[config.mk]
export PLATFORM = sky130hd
export DESIGN_NAME = fsm_arbiter_n
export DESIGN_NICKNAME = d
export VERILOG_FILES = /design/src/rtl/fsm_arbiter_n.sv
export SDC_FILE = /design/constraint.sdc
export NUM_CORES = 1
export LEC_CHECK = 0
export CAP_MARGIN = 30
export CORE_MARGIN = 1
export CORE_UTILIZATION = 25
export DETAILED_ROUTE_END_ITERATION = 16
export SETUP_SLACK_MARGIN = 0.3
export SLEW_MARGIN = 10
export SYNTH_ARGS = -nofsm -noshare
export SYNTH_HDL_FRONTEND = slang
export SYNTH_SLANG_ARGS = --single-unit
[constraint.sdc]
create_clock -name clock -period 3.3 [get_ports clock]
set_input_delay 0.66 -clock clock [delete_from_list [all_inputs] [get_ports clock]]
set_output_delay 0.66 -clock clock [all_outputs]
set_load 0.02 [all_outputs]
[src/rtl/fsm_arbiter_n.sv]
// Two-state N-way request arbiter, fixed priority or round-robin.
// Define FSM_ARBITER_TIMEOUT_EN to add the hold limit and timeout mask.
module fsm_arbiter_n #(
    parameter int NUM_REQ  = 4,
    parameter int RR_MODE  = 0,
    parameter int MAX_HOLD = 8,
    localparam int IW      = $clog2(NUM_REQ)
) (
    input  logic               clock,
    input  logic               reset,
    input  logic [NUM_REQ-1:0] req,
    output logic [NUM_REQ-1:0] gnt,
    output logic [IW-1:0]      gnt_id,
    output logic               busy,
    output logic               timeout
);

    typedef enum logic {IDLE, GRANT} state_t;

    state_t               state, state_n;
    logic [NUM_REQ-1:0]   gnt_n;
    logic [IW-1:0]        gnt_id_n;
    logic                 busy_n;
    logic [IW-1:0]        last_id, last_id_n;
    logic [NUM_REQ-1:0]   eligible;
    logic [2*NUM_REQ-1:0] dbl;
    logic [NUM_REQ-1:0]   rot;
    logic                 found;
    logic [IW-1:0]        win;
    int                   base;
    int                   pos;

`ifdef FSM_ARBITER_TIMEOUT_EN
    logic [7:0]           hold_cnt, hold_n;
    logic [NUM_REQ-1:0]   mask, mask_n;
    logic                 timeout_n;

    assign eligible = req & ~mask;
`else
    assign eligible = req;
    assign timeout  = 1'b0;
`endif

    // Rotate so the search start sits at bit 0, then take the lowest set bit.
    always_comb begin
        found = 1'b0;
        pos   = 0;
        base  = 0;
        if (RR_MODE != 0) begin
            base = int'(last_id) + 1;
            if (base >= NUM_REQ) base = 0;
        end
        dbl = {eligible, eligible} >> base;
        rot = dbl[NUM_REQ-1:0];
        for (int j = NUM_REQ - 1; j >= 0; j--) begin
            if (rot[j]) begin
                found = 1'b1;
                pos   = base + j;
            end
        end
        if (pos >= NUM_REQ) pos = pos - NUM_REQ;
        win = IW'(pos);
    end

    always_comb begin
        state_n   = state;
        gnt_n     = gnt;
        gnt_id_n  = gnt_id;
        busy_n    = busy;
        last_id_n = last_id;
`ifdef FSM_ARBITER_TIMEOUT_EN
        hold_n    = hold_cnt;
        mask_n    = mask & req;
        timeout_n = 1'b0;
`endif
        unique case (state)
            IDLE: begin
                if (found) begin
                    state_n      = GRANT;
                    gnt_n        = '0;
                    gnt_n[win]   = 1'b1;
                    gnt_id_n     = win;
                    busy_n       = 1'b1;
                    last_id_n    = win;
`ifdef FSM_ARBITER_TIMEOUT_EN
                    hold_n       = 8'd1;
`endif
                end
            end
            GRANT: begin
                if (!req[gnt_id]) begin
                    state_n = IDLE;
                    gnt_n   = '0;
                    busy_n  = 1'b0;
`ifdef FSM_ARBITER_TIMEOUT_EN
                    hold_n  = 8'd0;
                end else if (hold_cnt == 8'(MAX_HOLD)) begin
                    state_n        = IDLE;
                    gnt_n          = '0;
                    busy_n         = 1'b0;
                    hold_n         = 8'd0;
                    timeout_n      = 1'b1;
                    mask_n[gnt_id] = 1'b1;
                end else begin
                    hold_n = hold_cnt + 8'd1;
`endif
                end
            end
            default: state_n = IDLE;
        endcase
    end

    always_ff @(posedge clock or posedge reset) begin
        if (reset) begin
            state    <= IDLE;
            gnt      <= '0;
            gnt_id   <= '0;
            busy     <= 1'b0;
            last_id  <= IW'(NUM_REQ - 1);
`ifdef FSM_ARBITER_TIMEOUT_EN
            hold_cnt <= 8'd0;
            mask     <= '0;
            timeout  <= 1'b0;
`endif
        end else begin
            state    <= state_n;
            gnt      <= gnt_n;
            gnt_id   <= gnt_id_n;
            busy     <= busy_n;
            last_id  <= last_id_n;
`ifdef FSM_ARBITER_TIMEOUT_EN
            hold_cnt <= hold_n;
            mask     <= mask_n;
            timeout  <= timeout_n;
`endif
        end
    end

endmodule
Yosys cells after proc, flatten, opt, wreduce, memory -nomap -nowiden. Cells that the tools add are included.

Flip-flop bits (word level): 8. Output and inout port bits: 8. Word-level logic and storage cells: 37.

$add $sub $neg: 1. $lt $le $gt $ge: 4. Equal/unequal tests: 2. Muxes and demuxes: 22. Bitwise gates (word level): 1. Reduce and logical (&&, ||, !) cells: 3.

Operators by type and width (count): 2-to-1 mux 32 bit (2); >= comparator 32 x 4 -> 1 bit, second input constant (1); 2-to-1 mux 1 bit (10); 2-to-1 mux 4 bit (2); case mux 4 bit (2 select lines) (1); < comparator 2 x 3 -> 1 bit, second input constant (2); 2-to-1 mux 2 bit (3); inequality test 2 bit, second input constant (2); case mux 1 bit (2 select lines) (2); AND reduction 2 bit (2); binary-select mux 1 bit (select 2 bit) (1); demux 1 bit (select 2 bit) (1); >= comparator 2 x 1 -> 1 bit, second input constant (1); subtractor 2 x 1 -> 2 bit, second input constant (1); logical AND 1 bit (1); inverter 1 bit (1).

Logic depth before layout (Yosys ltp). Gate-level depths: netlist of run 1.

Depth in word-level cells: 12. Gate-level depth with buffers: 3. Mapped depth without buffers: 3.

Worst setup path before layout of run 1. No wires, ideal clock.

Path type: input -> register. From: in req[2]. To: reg state. Library setup time: 0.120 ns. Data arrival time: 1.238 ns. Data required time: 3.180 ns. Path slack: 1.942 ns. Cell stages on the path: 3. Buffers on the path: 0. Path through: nor4_2 -> nor2_1 -> a31o_2.

Word-level cells in the longest chain between the ends: 5. Elaborated cells between the ends (all ways): 8. Classes of those cells: 8 x mux.

RTL lines: from (decl) (line 11) `input logic [NUM_REQ-1:0] req,`; 2-to-1 mux 1 bit (3 in a row) (line 56) `if (rot[j]) begin`; 2-to-1 mux 1 bit (line 78) `if (found) begin`; case mux 1 bit (2 select lines) * (line 76) `unique case (state)`; named net state_n (line 20) `state_t state, state_n;`; to (signal assigned) (line 126) `state <= state_n;`; to (decl) (line 20).

The timed path passes the listed nets; every way through them passes the cells marked *. The select of a mux whose other input is x is not followed. A chain may end at the register's enable or synchronous reset.

Final worst setup path of run 1.
From: reg gnt_id[1]. To: out gnt_id[1].

RTL lines: from (decl) (line 13) `output logic [IW-1:0] gnt_id,`; from (signal assigned) (line 128) `gnt_id <= gnt_id_n;`.

No word-level cell between the ends.

==> metrics, run 1 <==
layout cells sized above 1 18.18%; Worst Skew slightly below 0.002 ns; Syn Area/Cell 10.16 um2; Post-layout nets 63; power share of the clock group 14.9%; setup violators final 0; Synth area leader dfrtp_1; first-pass GRT wire length between 1000 and 1500 um; Num CTS Buffers 3; r2r startpoint state; FF+latch count, synth 8; hold_buf cts 0; Setup TNS 0 ns; Worst IR Drop VDD 0.0003765 V; DR vias/cell 4.930; synth warn 0; max-cap viol count 0; die height 43.31 um; crit path capture type output pin; Crit path largest cell delay 0.63 ns; Final Hold Fails 0; period utilization 59.27%; Post-Syn Instances 42; Pwr per Cell Area 864.7 nW/um2; Total GRT Usage 10.34%; CTS max path bufs 2; clock slew at reported path FFs 0.05 ns; ranking of synthesized cells by area dfrtp_1 (47%), a32o_2 (5.3%), nor2_1 (5.3%); status complete, no violations; Logic pwr share 48.5%; antenna diode count 0; min setup slack post-route 1.344 ns; number of setup buffers added after CTS 0; Post-route DRC 0; Hold Crit Start busy; WP data required 2.64 ns; RePlAce Congestion around 0.74; pre-CTS WS around 1.3 ns; CTS resizes 0; Pins Over Slew Limit 0; worst skew pair latency 0.26 ns; vias in the first global route 336; root buf cell clkbuf_4; sequential share of the synthesized area 46.92%; top-area cell type share of the netlist area 46.92%; CTS Sinks 8; RSZ-0062 raised after global routing false; vias 350; switching pwr 188.8 uW; Total Power roughly 500 uW; antenna violations before repair 0; DRT Pass-1 Iters 4; Slowest-stage cell, CP clkdlybuf4s50_1; port bufs 12; initial detailed-routing violation count 11; total gr overflow 0; core area ~1500 um2; worst hold path class flop to flop; synthesized area 426.7 um2; HPWL after DPL 629.7 um; total die area 1876 um2; die width 43.31 um; Seq pwr share 36.6%; routed wire length around 840 um; I/O pins 14; drt wl/cell 11.89 um; initial core utilization 27.68%; CP top delay family buffers and inverters; Net Count, Synth 48; critical path data arrival time 1.30 ns; crit path cell chain clkdlybuf4s50_1; crit path max fanout 4; worst setup path startpoint gnt_id[1]; CTS tree built; leading cell type in the layout, fill and taps excluded clkdlybuf4s50_1; largest net degree at the start of global routing 14; Int Power between 300 and 400 uW; Setup crit start kind flop; post-route ant nets 0; CTS H-tree lvls 1; Worst Path Buf+Inv 1; LEAKAGE around 0.26 nW; kind of critical path flop to output pin; Max Freq 511.2 MHz; Site Rows 14; most frequent cells in the layout clkdlybuf4s50_1 (12), dfrtp_1 (8), nor2_1 (6); P&R area growth vs syn 35.48%; synth unique cells 23; min cycle time layout 1.956 ns; sw frac between 30% and 40%
## power by group through the flow
stage / sequential (mW) / clock, mW / combinational, mW
finish: 0.183 / 0.0746 / 0.242
global route: 0.190 / 0.0840 / 0.258
CTS: 0.183 / 0.0774 / 0.245
detailed placement: 0.184 / 0 / 0.244
global placement: 0.188 / 0 / 0.242
floorplan: 0.208 / 0 / 0.126
## cell families after synthesis
kind of cell	share of synthesized area, %
other	0.8789
AND/OR/NAND/NOR	20.82
AO/OA/AOI/OAI	22.29
flip-flops	46.92
multiplexers	4.692
buffers and inverters	4.399
## Yosys cell counts (all sizes together)
| cell type | instances |
|---|---|
| buf | 1 |
| clkbuf | 1 |
| conb | 1 |
| a21boi | 1 |
| and2b | 1 |
| or2 | 1 |
| nor2b | 1 |
| o21ai | 1 |
| a21oi | 1 |
| dfrtp | 8 |
| mux2i | 2 |
| nor2 | 6 |
| a22oi | 1 |
| a31o | 2 |
| o22a | 2 |
| o21a | 1 |
| a32o | 2 |
| nor4 | 1 |
| nand2 | 1 |
| and2 | 1 |
| nor3 | 2 |
| inv | 2 |
| nand2b | 2 |
## path summary, 6_finish.rpt
check / slack [ns] / end / depth (start not counted)
max in group asynchronous: 2.43 / gnt_id[0] / 2
worst max-delay path: 1.34 / gnt_id[1] / 1
worst min register to register: 0.49 / busy / 1
min in group asynchronous: 0.64 / gnt[1] / 2
worst max register to register: 2.01 / gnt[3] / 3
worst min-delay path: 0.49 / busy / 1
## flip-flops by register name, summed over array words and instances (netlist names)
| register | flops |
|---|---|
| busy | 1 |
| gnt | 4 |
| gnt_id | 2 |
| state | 1 |
## area by class of cell
type	instances	area, um2
tap	16	20.02
inverter	2	7.507
clock buffer	3	22.52
timing repair buffer	12	120.1
sequential	8	200.2
multi-input combinational	30	207.7
fill	164	963.4
## routing by layer
metal | track usage, % | part of all wire (%)
met1 | 12.60 | 46
met2 | 14.63 | 43
met3 | 6.809 | 9.4
met4 | 3.636 | 1.5
met5 | 0 | 0
## stage by stage
step	util, %	cells	hold slack, ns	instance area (um2)
2_1_floorplan	-	42	0.4757	426.7
3_3_place_gp	36.04	68	0.4980	555.5
3_5_place_dp	36.04	68	0.4840	555.5
4_1_cts	37.50	71	0.4988	578.1
5_1_grt	37.50	71	0.5139	578.1
6_report	37.50	71	0.4900	578.1
No activity file was read; power rests on OpenSTA's default activity.
==> run 2: changes to the inputs <==
==> constraint.sdc (replaced) <==
create_clock -name clock -period 1.65 [get_ports clock]
set_input_delay 0.33 -clock clock [delete_from_list [all_inputs] [get_ports clock]]
set_output_delay 0.33 -clock clock [all_outputs]
set_load 0.02 [all_outputs]
==> run 2 against run 1 <==
Largest cell class unchanged. Critical path type unchanged. Register-to-register slack got worse by 1.6 ns. Critical endpoint is now gnt[3]. Total power rose by 99%. Critical path depth did not move.
==> metrics, run 2 (same netlist as run 1, synthesis figures left out) <==
smallest hold slack 0.3285 ns (-0.1615 ns); initial core utilization 27.68% (unchanged); antenna diode count 0 (unchanged); total gr overflow 0 (unchanged); Slowest-stage cell, CP dfrtp_1; DR vias/cell 5.093 (+3.3%); crit path capture type output pin; Crit path largest cell delay 0.38 ns (-0.25 ns); CTS max path bufs 2 (unchanged); P&R area growth vs syn 44.57%; total die area 1876 um2 (unchanged); Max Freq between 700 and 800 MHz; die width 43.31 um (unchanged); sw frac 40.04% (+2.3 points); Setup crit start kind flop; routed wire length 993 um (+18%); RePlAce Congestion 0.8187 (+10%); largest net degree at the start of global routing 14 (unchanged); post-route ant nets 0 (unchanged); Largest register FFs 4 (unchanged); antenna violations before repair 0 (unchanged); CTS tree built; die height 43.31 um (unchanged); CP top delay family flip-flops; drt wl/cell 13.24 um (+11%); crit path cell chain dlygate4sd2_1; Worst Skew 0.001449 ns (-0.0005095 ns); HPWL after DPL 681.8 um (+8.3%); first-pass GRT wire length 1683 um (+22%); LEAKAGE 0.3198 nW (+25%); Seq pwr share 38.2% (+1.6 points); CTS H-tree lvls 1 (unchanged); Final Hold Fails 0 (unchanged); worst hold path class input port to asynchronous set/reset pin; power share of the clock group 15.5% (+0.6 points); Num CTS Buffers 3 (unchanged); Layout Cells excl Fill 75 (+5.6%); vias 382 (+9.1%); Int Power 595.7 uW (+92%); Pins Over Slew Limit 0 (unchanged); routed wl met2 452 um (+25%); period utilization 78.23%; switching pwr 397.8 uW (+110%); largest register by flop count gnt; Site Rows 14 (unchanged); DRT Pass-1 Iters 4 (unchanged); initial detailed-routing violation count 14 (+3); RSZ-0062 raised after global routing false; setup violators final 0 (unchanged); CTS Sinks 8 (unchanged); crit path max fanout 2 (-2); layout cells sized above 1 33.90% (+16 points); Total GRT Usage 12.15% (+1.8 points); Pwr per Cell Area 1611 nW/um2 (+86%); clock slew at reported path FFs 0.06 ns (about the same); Worst Path Buf+Inv 1 (unchanged); WP data required 1.32 ns (-1.32 ns); top sig layer met3; kind of critical path flop to output pin; min cycle time layout 1.291 ns; port bufs 12 (unchanged); most frequent cells in the layout nor2_1 (6), dfrtp_1 (6), dlygate4sd2_1 (6); core area 1541 um2 (unchanged); Post-route DRC 0 (unchanged); Worst IR Drop VDD 0.0006009 V (+60%); Post-layout nets 67 (+6.3%); max-cap viol count 0 (unchanged); root buf cell clkbuf_4; dpl cells 71 (+4.4%); Logic pwr share 46.3% (-2.2 points); I/O pins 14 (unchanged); Top Registers gnt (4), gnt_id (2); wire length on met3 81 um (+2.5%); vias in the first global route 376 (+12%); status complete, no violations; critical path data arrival time 0.96 ns (-0.34 ns); Met1 Wirelength 459 um (+18%); worst skew pair latency 0.25 ns (about the same)
## run 2: changes by cell type in the layout (fill, tap and decap cells not counted), sizes merged
| cell | change |
|---|---|
| clkbuf | +2 |
| dlygate4sd2 | +6 |
| clkdlybuf4s50 | -11 |
| buf | +4 |
| dlymetal6s2s | +3 |
## run 2: through the flow
stage	area [um2]	setup WS, ns	power [mW]	util (%)	setup TNS (ns)
after detailed placement	578.1	-0.01444	0.8643	37.50	-0.02498
after global placement	578.1	-0.01946	0.8646	37.50	-0.03939
after global routing	616.8	0.3299	1.068	40.02	0
after CTS	600.6	0.2599	0.9805	38.96	0
final	616.8	0.3591	0.9935	40.02	0
after floorplan	426.7	0.3668	0.6672	-	0
## run 2: power groups by stage
stage / combinational (mW) / clock (mW) / sequential [mW]
after floorplan: 0.251 / 0 / 0.416
after global placement: 0.488 / 0 / 0.376
after detailed placement: 0.492 / 0 / 0.372
after CTS: 0.452 / 0.160 / 0.369
after global routing: 0.498 / 0.169 / 0.401
final: 0.460 / 0.154 / 0.379
## run 2: final cells by class
cell class                      instances  area, um2
Fill cell                             158      924.6
Multi-Input combinational cell         30      224.0
Sequential cell                         8      202.7
Timing Repair Buffer                   16      140.1
Clock buffer                            3      22.52
Tap cell                               16      20.02
Inverter                                2      7.507
## run 2: routing by layer
layer | vias up | global-route usage (%)
met1 | 180 | 16.23
met5 | - | 0
met4 | 0 | 7.273
met3 | 0 | 3.404
met2 | 19 | 17.31
li1 | 183 | -
## run 2: repair_timing
item	in CTS	in global routing
resized for setup	10	10
hold buffers	0	0
gates cloned	0	0
setup endpoints to repair	11	7
buffers inserted	0	1
## run 2: path summary, 6_finish.rpt
kind / slack [ns] / cells past startpoint / to / start
max in group asynchronous: 1.05 / 2 / state / reset
min: 0.33 / 2 / gnt[2] / reset
max reg2reg: 0.42 / 3 / gnt[3] / gnt_id[1]
max: 0.36 / 1 / gnt[3] / gnt[3]
min in group clock: 0.49 / 1 / busy / busy
min reg2reg: 0.49 / 1 / busy / busy
==> run 3: changes to the inputs <==
==> constraint.sdc (replaced) <==
create_clock -name clock -period 1 [get_ports clock]
set_input_delay 0.2 -clock clock [delete_from_list [all_inputs] [get_ports clock]]
set_output_delay 0.2 -clock clock [all_outputs]
set_load 0.02 [all_outputs]
==> run 3 against run 2 <==
The run now ends with negative setup slack left. Clock power rose by 81%. Final cell count increased by 12%. Register-to-register slack got worse by 0.66 ns. Critical path depth increased by 2. Flip-flop and latch count unchanged. Combinational power grew to 2.6 times the previous value. Total power is 110% higher. Cell area increased by 17%. Die area did not move.
==> metrics, run 3 (same netlist as run 1, synthesis figures left out) <==
status finished, violations left; failing checks negative setup slack; kind of critical path flop to flop; Setup TNS -1.569 ns (-1.569 ns); FF+latch area 203.9 um2 (+0.62%); RSZ-0062 raised after global routing true; Total Power 2.131 mW (+110%); DRT Pass-1 Iters 5 (+1); crit path max fanout 5 (+3); vias 411 (+7.6%); CTS tree built; P&R area growth vs syn 68.62%; worst setup path startpoint gnt_id[1]; Layout Cells excl Fill 84 (+12%); first-pass GRT wire length 1876 um (+11%); vias in the first global route 425 (+13%); Pins Over Slew Limit 0 (unchanged); max-cap viol count 0 (unchanged); most frequent cells in the layout buf_4 (10), buf_6 (9), nor2_1 (5), dfrtp_1 (5), dlygate4sd2_1 (4); I/O pins 14 (unchanged); Max Freq 808.0 MHz; DR vias/cell 4.893 (-3.9%); drt wl/cell 12.81 um (-3.3%); antenna diode count 0 (unchanged); total die area 1876 um2 (unchanged); Pwr per Cell Area 2962 nW/um2 (+84%); area taken by multi-input logic gates 240.2 um2 (+7.3%); largest register by flop count gnt; CTS max path bufs 2 (unchanged); critical path data arrival time 1.43 ns (+0.47 ns); HPWL after DPL 793.1 um (+16%); worst skew pair latency 0.27 ns (+0.02 ns); Post-layout nets 75 (+12%); core area 1541 um2 (unchanged); largest net degree at the start of global routing 9 (-5); r2r startpoint gnt_id[1]; period utilization 123.8%; dpl cells 76 (+7.0%); min setup slack post-route -0.2377 ns (-0.5968 ns); CTS Sinks 8 (unchanged); WP data required 1.20 ns (-0.12 ns); Largest register FFs 4 (unchanged); die height 43.31 um (unchanged); Worst IR Drop VDD 0.001109 V (+85%); port bufs 12 (unchanged); Top Registers gnt (4), gnt_id (2); root buf cell clkbuf_4; RePlAce Congestion 0.8180 (about the same); worst hold path class input port to asynchronous set/reset pin; Total GRT Usage 14.35% (+2.2 points); layout cells sized above 1 55.88% (+22 points); initial core utilization 27.68% (unchanged); antenna violations before repair 0 (unchanged); Post-route DRC 0 (unchanged); Fill cells 155 (-1.9%); crit path capture type flop; die width 43.31 um (unchanged); LEAKAGE 0.3396 nW (+6.2%); Worst Skew 0.01033 ns (+0.008883 ns); post-route ant nets 0 (unchanged); smallest hold slack 0.1769 ns (-0.1516 ns); Setup crit start kind flop; final core utilization 46.67% (+6.7 points); Num CTS Buffers 3 (unchanged); routed wire length 1076 um (+8.4%); hold_buf cts 0 (unchanged); min cycle time layout between 1 and 1.5 ns; CTS H-tree lvls 1 (unchanged); Final Hold Fails 0 (unchanged); leading cell type in the layout, fill and taps excluded buf_4; setup violators final 9 (+9); initial detailed-routing violation count 5 (-9); Site Rows 14 (unchanged); total gr overflow 0 (unchanged); clock slew at reported path FFs 0.06 ns (about the same)
[run 3: layout make-up]
type | instances | share of cell area [%]
flip-flops and latches | 8 | 28.35
inverters | 2 | 1.043
repair buffers | 24 | 30.78
well taps | 16 | 2.783
clock buffers | 4 | 3.652
multi-input cells | 30 | 33.39
[run 3: power by group]
part	internal, mW	total (mW)	switching [mW]
combinational	0.731	1.20	0.473
clock	0.154	0.279	0.126
sequential	0.469	0.647	0.178
total	1.35	2.13	0.777
[run 3: final timing paths]
kind                             endpoint  slack, ns  depth (start not counted)
worst max-delay path               gnt[3]      -0.24                          3
worst min-delay path               gnt[1]       0.18                          2
worst max register to register     gnt[3]      -0.24                          3
worst min register to register     gnt[2]       0.56                          1
max in group asynchronous       gnt_id[1]       0.57                          2
min in group clock                 gnt[2]       0.55                          3
[run 3: per-stage QoR]
| stage | cell area (um2) | worst slack [ns] |
|---|---|---|
| after global routing | 719.4 | -0.2899 |
| after CTS | 680.7 | -0.2187 |
| after global placement | 620.6 | -0.5067 |
| after detailed placement | 620.6 | -0.5406 |
| final | 719.4 | -0.2377 |
| after floorplan | 441.7 | -0.2090 |
[run 3: what timing repair did]
action | CTS | global route
pin swaps | 8 | 2
gates resized for setup | 47 | 9
setup endpoints to repair | 15 | 15
cloned | 0 | 0
setup buffers | 2 | 2
[run 3: routing by layer]
metal  global-route usage (%)  share of wire (%)  up-vias
li1                         -                  -      200
met1                    15.79                 43      196
met2                    22.99                 50       13
met3                    5.532                5.2        2
met4                    9.091                2.0        0
met5                        0                  0        -
[run 3: critical path, cell delays in order (launching register included)]
cell,delay [ns]
dfrtp_2,0.46
mux2i_4,0.21
a22oi_2,0.28
a32o_2,0.22
